[src/rtl/axis_fb_pkg.sv]
// -----------------------------------------------------------------------------
// axis_fb_pkg
// Shared constants for the frame buffer and the downstream 8-word sum
// accelerator: default stream width, default frame length and the read-side
// state encoding of the frame buffer.
// -----------------------------------------------------------------------------
package axis_fb_pkg;

   localparam int FB_DATA_W    = 32;
   localparam int FB_FRAME_LEN = 8;

   // Read-side FSM encoding, kept as plain constants for older consumers.
   localparam logic [0:0] ST_IDLE = 1'b0;
   localparam logic [0:0] ST_SEND = 1'b1;

endpackage : axis_fb_pkg

[src/rtl/axis_fb_fifo_mem.sv]
// -----------------------------------------------------------------------------
// axis_fb_fifo_mem
// DEPTH x DATA_W register-array FIFO with first-word-fall-through read.
// rd_data always shows mem[rd_ptr]; a read only advances the pointer.
//
// Ports:
//   ACLK, ARESETN  clock, synchronous active-low reset
//   wr_en, wr_data write request (ignored while full)
//   rd_en          read request (ignored while empty)
//   rd_data        head-of-queue word
//   full, empty    occupancy flags
// -----------------------------------------------------------------------------
module axis_fb_fifo_mem #(
   parameter int DATA_W = 32,
   parameter int DEPTH  = 16,
   parameter int ADDR_W = $clog2(DEPTH)
) (
   input  logic              ACLK,
   input  logic              ARESETN,
   input  logic              wr_en,
   input  logic [DATA_W-1:0] wr_data,
   input  logic              rd_en,
   output logic [DATA_W-1:0] rd_data,
   output logic              full,
   output logic              empty
);

   logic [DATA_W-1:0] mem [DEPTH];
   logic [ADDR_W-1:0] wr_ptr;
   logic [ADDR_W-1:0] rd_ptr;
   logic [ADDR_W:0]   fill;
   logic              wr_ok;
   logic              rd_ok;

   assign full    = (fill == (ADDR_W+1)'(DEPTH));
   assign empty   = (fill == '0);
   assign wr_ok   = wr_en && !full;
   assign rd_ok   = rd_en && !empty;
   assign rd_data = mem[rd_ptr];

   // NOTE: the storage array has no reset; pointers and fill alone define
   // which entries are valid, so resetting data would only cost logic.
   always_ff @(posedge ACLK) begin
      if (wr_ok) mem[wr_ptr] <= wr_data;
   end

   // DEPTH is a power of two, so pointer increments wrap naturally.
   always_ff @(posedge ACLK) begin
      if (!ARESETN) begin
         wr_ptr <= '0;
         rd_ptr <= '0;
         fill   <= '0;
      end else begin
         if (wr_ok) wr_ptr <= wr_ptr + ADDR_W'(1);
         if (rd_ok) rd_ptr <= rd_ptr + ADDR_W'(1);
         case ({wr_ok, rd_ok})
            2'b10:   fill <= fill + (ADDR_W+1)'(1);
            2'b01:   fill <= fill - (ADDR_W+1)'(1);
            default: fill <= fill;
         endcase
      end
   end

endmodule : axis_fb_fifo_mem

[src/rtl/axis_frame_buffer.sv]
// -----------------------------------------------------------------------------
// axis_frame_buffer
// Store-and-forward AXI4-Stream buffer. Input words are buffered and released
// downstream only in whole frames of FRAME_LEN words; M_AXIS_TLAST is
// regenerated on the last word of every frame. Input TLAST does not affect
// framing.
//
// Optional feature (macro AXIS_FB_TLAST_CHECK_EN): adds a sticky tlast_err
// output flagging input TLAST that disagrees with the local word count.
//
// Ports:
//   ACLK, ARESETN      clock, synchronous active-low reset
//   S_AXIS_*           input stream (TDATA/TVALID/TREADY/TLAST)
//   M_AXIS_*           output stream (TDATA/TVALID/TREADY/TLAST)
//   frames_avail       number of complete frames currently buffered
//   tlast_err          (optional) sticky input framing error
// -----------------------------------------------------------------------------
module axis_frame_buffer
   import axis_fb_pkg::*;
#(
   parameter int DATA_W    = FB_DATA_W,
   parameter int FRAME_LEN = FB_FRAME_LEN,
   parameter int DEPTH     = 16,
   parameter int ADDR_W    = $clog2(DEPTH)
) (
   input  logic              ACLK,
   input  logic              ARESETN,
   input  logic [DATA_W-1:0] S_AXIS_TDATA,
   input  logic              S_AXIS_TVALID,
   output logic              S_AXIS_TREADY,
   input  logic              S_AXIS_TLAST,
   output logic [DATA_W-1:0] M_AXIS_TDATA,
   output logic              M_AXIS_TVALID,
   input  logic              M_AXIS_TREADY,
   output logic              M_AXIS_TLAST,
   output logic [ADDR_W:0]   frames_avail
`ifdef AXIS_FB_TLAST_CHECK_EN
   ,
   output logic              tlast_err
`endif
);

   localparam int CNT_W = $clog2(FRAME_LEN);
   localparam int FA_W  = ADDR_W + 1;
   localparam logic [CNT_W-1:0] CNT_LAST = CNT_W'(FRAME_LEN - 1);

   logic [0:0]       state;
   logic [0:0]       state_nxt;
   logic [CNT_W-1:0] in_cnt;
   logic [CNT_W-1:0] out_cnt;
   logic [FA_W-1:0]  frames_nxt;
   logic             fifo_full;
   logic             fifo_empty;
   logic             s_hs;
   logic             m_hs;
   logic             in_last;
   logic             frame_done;
   logic             last_rd;

   axis_fb_fifo_mem #(
      .DATA_W (DATA_W),
      .DEPTH  (DEPTH),
      .ADDR_W (ADDR_W)
   ) u_mem (
      .ACLK    (ACLK),
      .ARESETN (ARESETN),
      .wr_en   (s_hs),
      .wr_data (S_AXIS_TDATA),
      .rd_en   (m_hs),
      .rd_data (M_AXIS_TDATA),
      .full    (fifo_full),
      .empty   (fifo_empty)
   );

   assign S_AXIS_TREADY = !fifo_full;
   assign M_AXIS_TVALID = (state == ST_SEND);
   assign M_AXIS_TLAST  = M_AXIS_TVALID && (out_cnt == CNT_LAST);

   assign s_hs       = S_AXIS_TVALID && S_AXIS_TREADY;
   // SEND is only entered with a whole frame buffered; the empty term is a
   // belt-and-braces guard, not part of normal flow control.
   assign m_hs       = M_AXIS_TVALID && M_AXIS_TREADY && !fifo_empty;
   assign in_last    = (in_cnt == CNT_LAST);
   assign frame_done = s_hs && in_last;
   assign last_rd    = m_hs && M_AXIS_TLAST;

   // Next frame count and read state. The IDLE->SEND decision looks at the
   // post-update frame count so the first word is valid the cycle right after
   // its frame completes, and back-to-back frames stream without a bubble.
   // NOTE: every variable gets a default before any branch so this block
   // cannot infer a latch.
   always_comb begin
      frames_nxt = frames_avail;
      state_nxt  = state;
      if (frame_done && !last_rd)      frames_nxt = frames_avail + FA_W'(1);
      else if (!frame_done && last_rd) frames_nxt = frames_avail - FA_W'(1);
      case (state)
         ST_IDLE: if (frames_nxt != '0) state_nxt = ST_SEND;
         ST_SEND: if (last_rd && (frames_nxt == '0)) state_nxt = ST_IDLE;
         default: state_nxt = ST_IDLE;
      endcase
   end

   // NOTE: sequential state uses non-blocking assignments only, so every
   // register samples the pre-edge values regardless of statement order.
   always_ff @(posedge ACLK) begin
      if (!ARESETN) begin
         state        <= ST_IDLE;
         frames_avail <= '0;
         in_cnt       <= '0;
         out_cnt      <= '0;
      end else begin
         state        <= state_nxt;
         frames_avail <= frames_nxt;
         if (s_hs) in_cnt  <= in_last ? '0 : in_cnt + CNT_W'(1);
         if (m_hs) out_cnt <= M_AXIS_TLAST ? '0 : out_cnt + CNT_W'(1);
      end
   end

`ifdef AXIS_FB_TLAST_CHECK_EN
   // Sticky: input TLAST must be high exactly on the word that closes a frame.
   always_ff @(posedge ACLK) begin
      if (!ARESETN)                               tlast_err <= 1'b0;
      else if (s_hs && (S_AXIS_TLAST != in_last)) tlast_err <= 1'b1;
   end
`else
   logic unused_tlast;
   assign unused_tlast = S_AXIS_TLAST;
`endif

endmodule : axis_frame_buffer

[config.mk]
export PLATFORM = sky130hd
export DESIGN_NAME = axis_frame_buffer
export DESIGN_NICKNAME = d
export VERILOG_FILES = /design/src/rtl/axis_fb_pkg.sv /design/src/rtl/axis_fb_fifo_mem.sv /design/src/rtl/axis_frame_buffer.sv
export SDC_FILE = /design/constraint.sdc
export NUM_CORES = 1
export LEC_CHECK = 0
export CAP_MARGIN = 20
export CORE_UTILIZATION = 50
export CTS_CLUSTER_SIZE = 28
export DETAILED_ROUTE_END_ITERATION = 16
export PLACE_DENSITY = 0.67
export SLEW_MARGIN = 20
export SYNTH_ARGS = -nofsm -noshare
export SYNTH_HDL_FRONTEND = slang
export SYNTH_SLANG_ARGS = --single-unit
[constraint.sdc]
create_clock -name ACLK -period 3.2 [get_ports ACLK]
set_input_delay 0.8 -clock ACLK [delete_from_list [all_inputs] [get_ports ACLK]]
set_output_delay 0.8 -clock ACLK [all_outputs]
set_load 0.05 [all_outputs]
Yosys cells after proc, flatten, opt, wreduce, memory -nomap -nowiden --
Memories as Yosys holds them, arrays and structs flattened. A register that Yosys moved wholly into a read port is not among the register bits. Index checks and enable logic that the tools add are counted.
Word-level totals: bits in latches 0, register bits 25, output and inout bits 40, memory bits (read-only) 0, memories kept 1, memory bits (writable) 512
Memories:
- u_mem.mem | depth 16, width 32, rd ports 1, clocked after Yosys merged registers in 1, write ports 1, line axis_fb_fifo_mem.sv:28 | logic [DATA_W-1:0] mem [DEPTH];
Cells by class: $mul 0, equal/unequal tests 5, bitwise gates (word level) 1, add/sub/neg operators 8, shift-type cells 0, multiplexer cells 12, divide/modulo/power cells 0, magnitude comparators 0, reductions and logical operators 19
Operators with widths (count):
- 1-bit logical AND | 11
- 5-bit by 1-bit adder with 5-bit output (second input constant) | 2
- 5-bit logical NOT | 2
- 5-bit two-way mux | 2
- 5-bit case mux with 2 select lines | 1
- 5-bit by 1-bit subtractor with 5-bit output (second input constant) | 2
- 4-bit by 1-bit adder with 4-bit output (second input constant) | 2
- 4-bit two-way mux | 2
- 3-bit by 1-bit adder with 3-bit output (second input constant) | 2
- 3-bit == test (second input constant) | 2
- 3-bit two-way mux | 2
- 5-bit == test (second input constant) | 1
- 5-bit nonzero test | 1
- 1-bit logical NOT | 4
- 1-bit two-way mux | 4
- 2-bit by 1-bit == test with 1-bit output (second input constant) | 1
- 2-bit == test (second input constant) | 1
- 1-bit case mux with 2 select lines | 1
- 2-bit nonzero test | 1
- 1-bit inverter | 1

Longest topological paths before layout --
Gate-level depths: netlist (run 1).
word-level depth 12, gate-level depth with buffers 11

By module --
From an unflattened synthesis (run 1), not the netlist that was laid out.
Second synthesis, totals: cells, all modules 995, area, all modules 20777.4 sq um
Modules (own cells, without submodules):
- axis_fb_fifo_mem | instances 1, area each 20103.0 sq um, cells an instance 911
- axis_frame_buffer | instances 1, area each 674.4 sq um, cells an instance 84

Least setup slack after synthesis (run 1) --
OpenSTA, ideal clock, no wires.
path kind flip-flop to flip-flop, from reg u_mem.fill[0], to reg u_mem.fill[4], required time 3.124 ns, slack 0.285 ns, data arrival time 2.839 ns, library setup time 0.076 ns, path buffers 0, stages on the path, launching flop included 11, cells stage by stage dfxtp_1 or4_4 o211ai_2 inv_2 ha_1 fa_1 a21o_1 a21oi_1 xor2_1 or3_1 a21boi_0
Between the ends: longest elaborated chain between the ends 6, elaborated cells on any way between the ends 14
Ends and longest elaborated chain:
- start, declared | line axis_fb_fifo_mem.sv:31 | logic [ADDR_W:0] fill;
- start signal, assigned | line axis_fb_fifo_mem.sv:57 | 2'b10: fill <= fill + (ADDR_W+1)'(1);
- start signal, assigned | line axis_fb_fifo_mem.sv:58 | 2'b01: fill <= fill - (ADDR_W+1)'(1);
- start signal, assigned | line axis_fb_fifo_mem.sv:59 | default: fill <= fill;
- 5-bit logical NOT * | line axis_fb_fifo_mem.sv:36 | assign empty = (fill == '0);
- 1-bit logical NOT * | line axis_frame_buffer.sv:82 | assign m_hs = M_AXIS_TVALID && M_AXIS_TREADY && !fifo_empty;
- 1-bit logical AND * | line axis_frame_buffer.sv:82
- named net m_hs | line axis_frame_buffer.sv:55 | logic m_hs;
- 1-bit logical AND * | line axis_fb_fifo_mem.sv:38 | assign rd_ok = rd_en && !empty;
- 2-bit by 1-bit == test with 1-bit output / 2-bit == test (equally long branches) | line axis_fb_fifo_mem.sv:56 | case ({wr_ok, rd_ok})
- 5-bit case mux with 2 select lines / 2-bit nonzero test (equally long branches)
Mark *: on every way through the listed nets, which the timed path passes. The rest lies on a longest branch. A chain may end at the register's enable or synchronous reset.

==> impl_results.md, run 1 <==
- Layout cells sized above 1: 0.335
- Sw Ratio: 0.201
- Placed Area: ~0.023 sq mm
- Fill count: about 2800
- Pre-CTS WS: 3.44 ps
- GRT Util Overall: 0.215
- CTS root buffer: clkbuf_16
- Die X: a little over 200 microns
- Max-slew headroom: 0.522
- Power per standard cell area: around 580 mW/mm^2
- # nets final: between 1000 and 1500
- YS warnings: 0
- Final Cell Area: ~0.025 sq mm
- Hpwl dp: approximately 23000 microns
- Antenna fix cells: 0
- Placed insts: ~1500
- H-tree depth: 2
- Critical path endpoint category: output pin
- CTS sink count: ~540
- Actual slew at the worst max-slew pin: 717 ps
- Largest net degree at the start of global routing: between 50 and 60
- Clk buf depth: 3
- Port buffer count: 75
- Final hold vios: 0
- Outcome: finished, violations left
- Failing checks: setup timing
- GP Congestion: ~0.72
- IO Pins: just under 80
- Final Skew: 24.6 ps
- Antenna viol nets, final: 0
- Primary FF master, synth: edfxtp_1
- Max IR drop VDD: roughly 0.42 mV
- Post-Syn Area per Cell: between 20 and 25 sq um
- RSZ-0062 raised after global routing: true
- Fin Hold WS: between 400 and 500 ps
- Commonest non-fill, non-tap cell in the layout: edfxtp_1
- Min Clock Period, post-route: about 3400 ps
- Grt ovf: 0
- Number of global-route vias before repair: 9925
- Initial Util: 0.508
- Gate power share: 0.038
- DRT iter0 DRCs: ~800
- Switching power: about 0.0029 W
- Post-synth cell types: 51
- Final Util: 0.612
- Via density: 5.96
- Syn nets: 942
- Synth-to-Final Area Change: 20.3%
- Met2 usage: 0.342
- CP Class: flop to output pin
- Reg area: between 0.015 and 0.02 sq mm
- Tcrit/Tclk final: 1.06
- Final WS setup: -178 ps
- Multi-input gate area: between 0.004 and 0.005 sq mm
- Die area: 0.0424 sq mm
- Arrival @ worst endpoint: between 2000 and 3000 ps
- Post-synth EDFFs: slightly above 500
- Fmax: 296 MHz
- WL/cell: around 27 microns
- Total number of vias: slightly below 10000
- Layer with the highest usage: met2
- Clk_lat worst skew: roughly 590 ps
- Max Slew Vio Count: 0
- Cell Area, Synth: 0.0208 sq mm
- DRC: 0
- Post-synth ARST share: 0
- Seq cells post-synth: about 540
- Non-Filler Instances: 1624
- Total Wirelength: roughly 44000 microns
- Finish-stage setup viols: 32
- Grt met1 use: 0.310
- Die height: about 210 microns
- CP Data Required Time: about 2400 ps
- Critical Path Source Type: flop
- Initial antenna violation count: 2
- Critical path peak fanout: 6
- Clock transition at path regs: 60 ps
- Drt pass-1 iters: 5
- Clock power frac: 0.417
- Max-cap violations: 0
- CTS tree: done
- Inserted Clock Buffers: 54
- Seq/Total Area, Yosys: 0.767
- Rows: 74
- Core area: roughly 0.04 sq mm
- Synth Instances: around 900
- Global-route wire length before repair: 64700 microns
- Sequential Power Share: 0.545
- Leakage power: around 8 nW
- Met3 Usage GRT: 0.0399
- HP Class: flop to flop
- Hold bufs inserted after CTS: 0
- P_int: ~0.012 W
- Commonest non-fill, non-tap cells in the layout: 512 x edfxtp_1, 160 x mux4_2, 62 x clkbuf_16
## routing by layer
metal | share of wire | vias up
li1 | - | 4122
met1 | 0.43 | 5172
met2 | 0.49 | 323
met3 | 0.062 | 63
met4 | 0.018 | 2
met5 | 0.00029 | -
## layout make-up
type | count | area share
inverter | 7 | 0.00105
clock inverter | 24 | 0.00874
tap | 532 | 0.0266
multi-input combinational | 300 | 0.187
clock buffer | 73 | 0.0581
sequential | 541 | 0.638
timing repair buffer | 147 | 0.0813
## power by group through the flow
stage                     combinational (W)  sequential [W]  clock, W
after floorplan                    0.000265         0.00800         0
after global placement             0.000517         0.00800         0
final                              0.000551         0.00786   0.00601
after detailed placement           0.000528         0.00801         0
after CTS                          0.000558         0.00786   0.00611
after global routing               0.000585         0.00786   0.00640
## repair_timing
item	in CTS	in global routing
cloned	10	7
setup endpoints to repair	32	33
resized for setup	52	2
buffers inserted	6	0
hold endpoints to repair	0	0
## per-stage QoR
step / TNS (ps) / power (W)
finish: -4520 / 0.0144
global route: -6770 / 0.0149
detailed placement: 0 / 0.00854
global placement: 0 / 0.00852
CTS: -5900 / 0.0145
floorplan: 0 / 0.00827
## final timing paths
kind / startpoint / end / slack, ps / depth (start not counted)
hold reg to reg: out_cnt[2]$_SDFFE_PN0P_ / out_cnt[2]$_SDFFE_PN0P_ / 470 / 2
setup / recovery: flop / M_AXIS_TDATA[29] / -180 / 5
setup reg to reg: u_mem.fill[0]$_SDFFE_PN0P_ / u_mem.fill[4]$_SDFFE_PN0P_ / 330 / 10
hold / removal: out_cnt[2]$_SDFFE_PN0P_ / out_cnt[2]$_SDFFE_PN0P_ / 470 / 2
## logic make-up (layout without fill, tap and decap cells)
logic type / after synthesis / count (layout) / share of synthesized area
and+or+nand+nor: 77 / 77 / 0.0222
muxes: 163 / 163 / 0.175
adders and majority gates: 16 / 16 / 0.00998
buffers and inverters: 48 / 251 / 0.00950
xor gates and xnor gates: 12 / 12 / 0.00505
DFF: 541 / 541 / 0.767
AOI/OAI and AO/OA: 32 / 32 / 0.0118
## critical path: stages, from the launching register on
cell and delay, ps:
dfxtp_4 450, buf_12 170, clkbuf_16 170, mux4_2 510
mux4_2 530, buf_6 180
## cell usage after synthesis (2+ instances only)
cell        n  area (sq um)
a21boi_0    6          45.0
nor3b_1     4          30.0
o211ai_1    2          15.0
a211oi_1    2          15.0
nor2b_1     4          25.0
xnor2_1     9          78.8
buf_2      13          65.1
nor2_1      2          7.51
edfxtp_1  512         15400
ha_1       15           188
mux2i_1     2          20.0
mux4_2    160          3600
inv_1       5          18.8
dfxtp_1    29           581
nand2_1    16          60.1
nor3_1      4          20.0
and4_1      4          35.0
and3_1      3          18.8
o21ai_0     4          20.0
and2_2      2          15.0
xor2_1      3          26.3
nand3b_1    2          15.0
and2_1     26           163
nand4_1     2          12.5
or3_1       2          12.5
clkbuf_1   26          97.6
a21oi_1     6          30.0
## registers in the layout, indices dropped and copies added (netlist names), named ones only
register,flops
out_cnt,3
u_mem.wr_ptr,4
u_mem.fill,5
u_mem.rd_ptr,4
frames_avail,5
M_AXIS_TVALID,1
in_cnt,3
u_mem.mem,512
Note: power is estimated with default switching activity, not from simulation.
==> inputs of run 2 (changes only) <==
--- a/config.mk
+++ b/config.mk
@@ -5,6 +5,7 @@
 export SDC_FILE = /design/constraint.sdc
 export NUM_CORES = 1
 export LEC_CHECK = 0
+export ABC_CLOCK_PERIOD_IN_PS = 3200
 export CAP_MARGIN = 20
 export CORE_UTILIZATION = 50
 export CTS_CLUSTER_SIZE = 28
==> results of run 2 <==
No change in the layout: final DEF, timing and power equal those of run 1.
==> inputs of run 3 (changes only) <==
--- a/config.mk
+++ b/config.mk
@@ -5,8 +5,8 @@
 export SDC_FILE = /design/constraint.sdc
 export NUM_CORES = 1
 export LEC_CHECK = 0
-export ABC_CLOCK_PERIOD_IN_PS = 3200
 export CAP_MARGIN = 20
+export CORE_MARGIN = 5
 export CORE_UTILIZATION = 50
 export CTS_CLUSTER_SIZE = 28
 export DETAILED_ROUTE_END_ITERATION = 16
==> run 3 against run 2 <==
Against the previous run: the flow still finishes with violations (setup timing); core utilization decreased by 0.32 points; clock power increased by 5.0%; fmax decreased by 1.4%; combinational power about the same; sequential power about the same; via count decreased by 0.76%; non-clock buffer count increased by 4; global-route usage decreased by 2.9 points; sequential share of layout area increased by 0.19 points; die area increased by 7.9%; critical path type unchanged; largest cell class unchanged.
==> impl_results.md, run 3 (same netlist as run 1, synthesis figures left out) <==
- Outcome: finished, violations left
- Failing checks: setup timing
- Via density: 5.90 (-1.1%)
- Total number of vias: 9608 (-0.76%)
- Port buffer count: 75 (unchanged)
- Top Registers: u_mem.mem: 512 flops, frames_avail: 5 flops, u_mem.fill: 5 flops
- Total Wirelength: 42700 microns (-3.6%)
- Grt met1 use: 0.264 (-0.0455)
- Clock transition at path regs: 60 ps (about the same)
- Grt ovf: 0 (unchanged)
- CP Class: flop to output pin
- GP Congestion: 0.727 (+1.6%)
- RSZ-0062 raised after global routing: true
- Global-route wire length before repair: 64000 microns (-1.0%)
- Met3 Usage GRT: 0.0402 (+0.000344)
- Worst path max stage delay: 560 ps (+30 ps)
- Largest register by flop count: u_mem.mem
- Number of global-route vias before repair: 10000 (+0.90%)
- Final Skew: 13.8 ps (-10.8 ps)
- Layout cells sized above 1: 0.350 (+0.0152)
- Layer with the highest usage: met2
- Final hold vios: 0 (unchanged)
- Met2 usage: 0.300 (-0.0420)
- Hpwl dp: 23000 microns (about the same)
- Worst path slowest cell: mux4_2
- Final WS setup: -226 ps (-47.8 ps)
- Die X: 214 microns (+3.9%)
- Max Slew Vio Count: 0 (unchanged)
- WL/cell: 26.2 microns (-3.9%)
- Core area: 0.0410 sq mm (+0.23%)
- Final Total Pwr: 0.0147 W (+2.0%)
- DRC: 0 (unchanged)
- Initial Util: 0.507 (-0.00115)
- Clk buf depth: 3 (unchanged)
- Drt pass-1 iters: 5 (unchanged)
- Fmax: 292 MHz (-1.4%)
- Finish-stage setup viols: 32 (unchanged)
- CTS sink count: 541 (unchanged)
- Die area: 0.0458 sq mm (+7.9%)
- Tcrit/Tclk final: 1.07 (+0.0149)
- Power per standard cell area: 589 mW/mm^2 (+2.3%)
- H-tree depth: 2 (unchanged)
- Delay-heaviest family, CP: multiplexers
- Antenna viol nets, final: 0 (unchanged)
- Critical Path Source Type: flop
- Initial antenna violation count: 1 (-1)
- Commonest non-fill, non-tap cells in the layout: 512 x edfxtp_1, 160 x mux4_2, 57 x clkbuf_16
- Commonest non-fill, non-tap cell in the layout: edfxtp_1
- Max-cap violations: 0 (unchanged)
- Critical path peak fanout: 7 (+1)
- Clk_lat worst skew: 600 ps (about the same)
- Largest net degree at the start of global routing: 54 (unchanged)
- Cells along the critical path: buf_12, buf_8, buf_6, mux4_2, mux4_2, buf_8
- Fin Hold WS: 469 ps (+2.27 ps)
- Leakage power: 7.91 nW (+0.40%)
- Max-slew headroom: 0.633 (+0.110)
- Synth-to-Final Area Change: 20.0%
- Arrival @ worst endpoint: 2630 ps (+50 ps)
- Min Clock Period, post-route: 3430 ps (+47.8 ps)
- CP Data Required Time: 2400 ps (about the same)
- HP Class: flop to flop
- CTS tree: done
- Final Util: 0.609 (-0.00324)
- CTS root buffer: clkbuf_16
- Max reg flops: 512 (unchanged)
- # nets final: 1106 (+0.18%)
- Max IR drop VDD: 0.348 mV (-17%)
- Rows: 74 (unchanged)
- Die height: 214 microns (+3.9%)
- Actual slew at the worst max-slew pin: 549 ps (-167 ps)
- Fill count: 2793 (-0.96%)
- Crit path buf inv count: 4 (+1)
- Placed insts: 1516 (+0.80%)
- Inserted Clock Buffers: 52 (-3.7%)
- DRT iter0 DRCs: 924 (+15%)
- Critical path endpoint category: output pin
- GRT Util Overall: 0.185 (-0.0293)
- IO Pins: 77 (unchanged)
- Non-Filler Instances: 1629 (+0.31%)
run 3: changes by cell type in the layout (fill, tap and decap cells not counted), moves of 3 or more:
cell       previous run  this run
clkbuf_16            62        57
clkinv_2              5        15
clkinv_1             12         8
buf_12               24        21
buf_16               13         5
buf_6                31        27
bufinv_16             4         8
buf_8                 3         8
buf_4                26        43
clkbuf_1             17         7
run 3: where the power goes:
group / leakage [nW] / internal (W) / switching [W]
Sequential: 4.86 / 0.00783 / 0.0000263
Combinational: 2.17 / 0.000207 / 0.000341
Clock: 0.879 / 0.00375 / 0.00256
run 3: what timing repair did:
item / CTS / global route
setup buffers: 10 / 1
setup endpoints to repair: 32 / 34
gates resized for setup: 49 / 3
hold buffers: 0 / 0
gates cloned: 4 / 3
run 3: final timing paths:
kind | end | slack, ps | cells after the start | startpoint
worst min register to register | out_cnt[2]$_SDFFE_PN0P_ | 470 | 2 | out_cnt[2]$_SDFFE_PN0P_
worst min-delay path | out_cnt[2]$_SDFFE_PN0P_ | 470 | 2 | out_cnt[2]$_SDFFE_PN0P_
worst max register to register | u_mem.fill[4]$_SDFFE_PN0P_ | 330 | 10 | u_mem.fill[0]$_SDFFE_PN0P_
worst max-delay path | M_AXIS_TDATA[2] | -230 | 6 | flop
run 3: layout make-up:
| type | instances | area, sq um | share of cell area |
|---|---|---|---|
| clock inverter | 35 | 390 | 0.0156 |
| sequential | 541 | 16000 | 0.640 |
| tap | 532 | 666 | 0.0267 |
| multi-input combinational | 300 | 4680 | 0.187 |
| antenna | 1 | 2.50 | 0.000100 |
| inverter | 7 | 26.3 | 0.00105 |
| timing repair buffer | 151 | 1850 | 0.0740 |
| clock buffer | 62 | 1390 | 0.0557 |
run 3: worst register-to-register path, cell delays in order, from the launching register on:
cell and delay [ps]:
dfxtp_1 370, or4_4 590, o211ai_2 210, inv_2 50
ha_1 230, fa_1 390, a21o_1 190, a21oi_1 170
xor2_1 100, or3_1 300, a21boi_0 180
run 3: metrics by stage:
step | TNS (ps) | setup WS, ps | cell area, sq um
finish | -5070 | -226 | 25000
global route | -7520 | -290 | 25000
CTS | -6370 | -246 | 24900
detailed placement | 0 | 28.7 | 22700
global placement | 0 | 24.9 | 22700
floorplan | 0 | 285 | 20800
run 3: per-layer routing:
layer	up-vias	share of wire
met5	-	0
met4	0	0.018
met3	58	0.068
met2	322	0.50
met1	5115	0.41
li1	4113	-
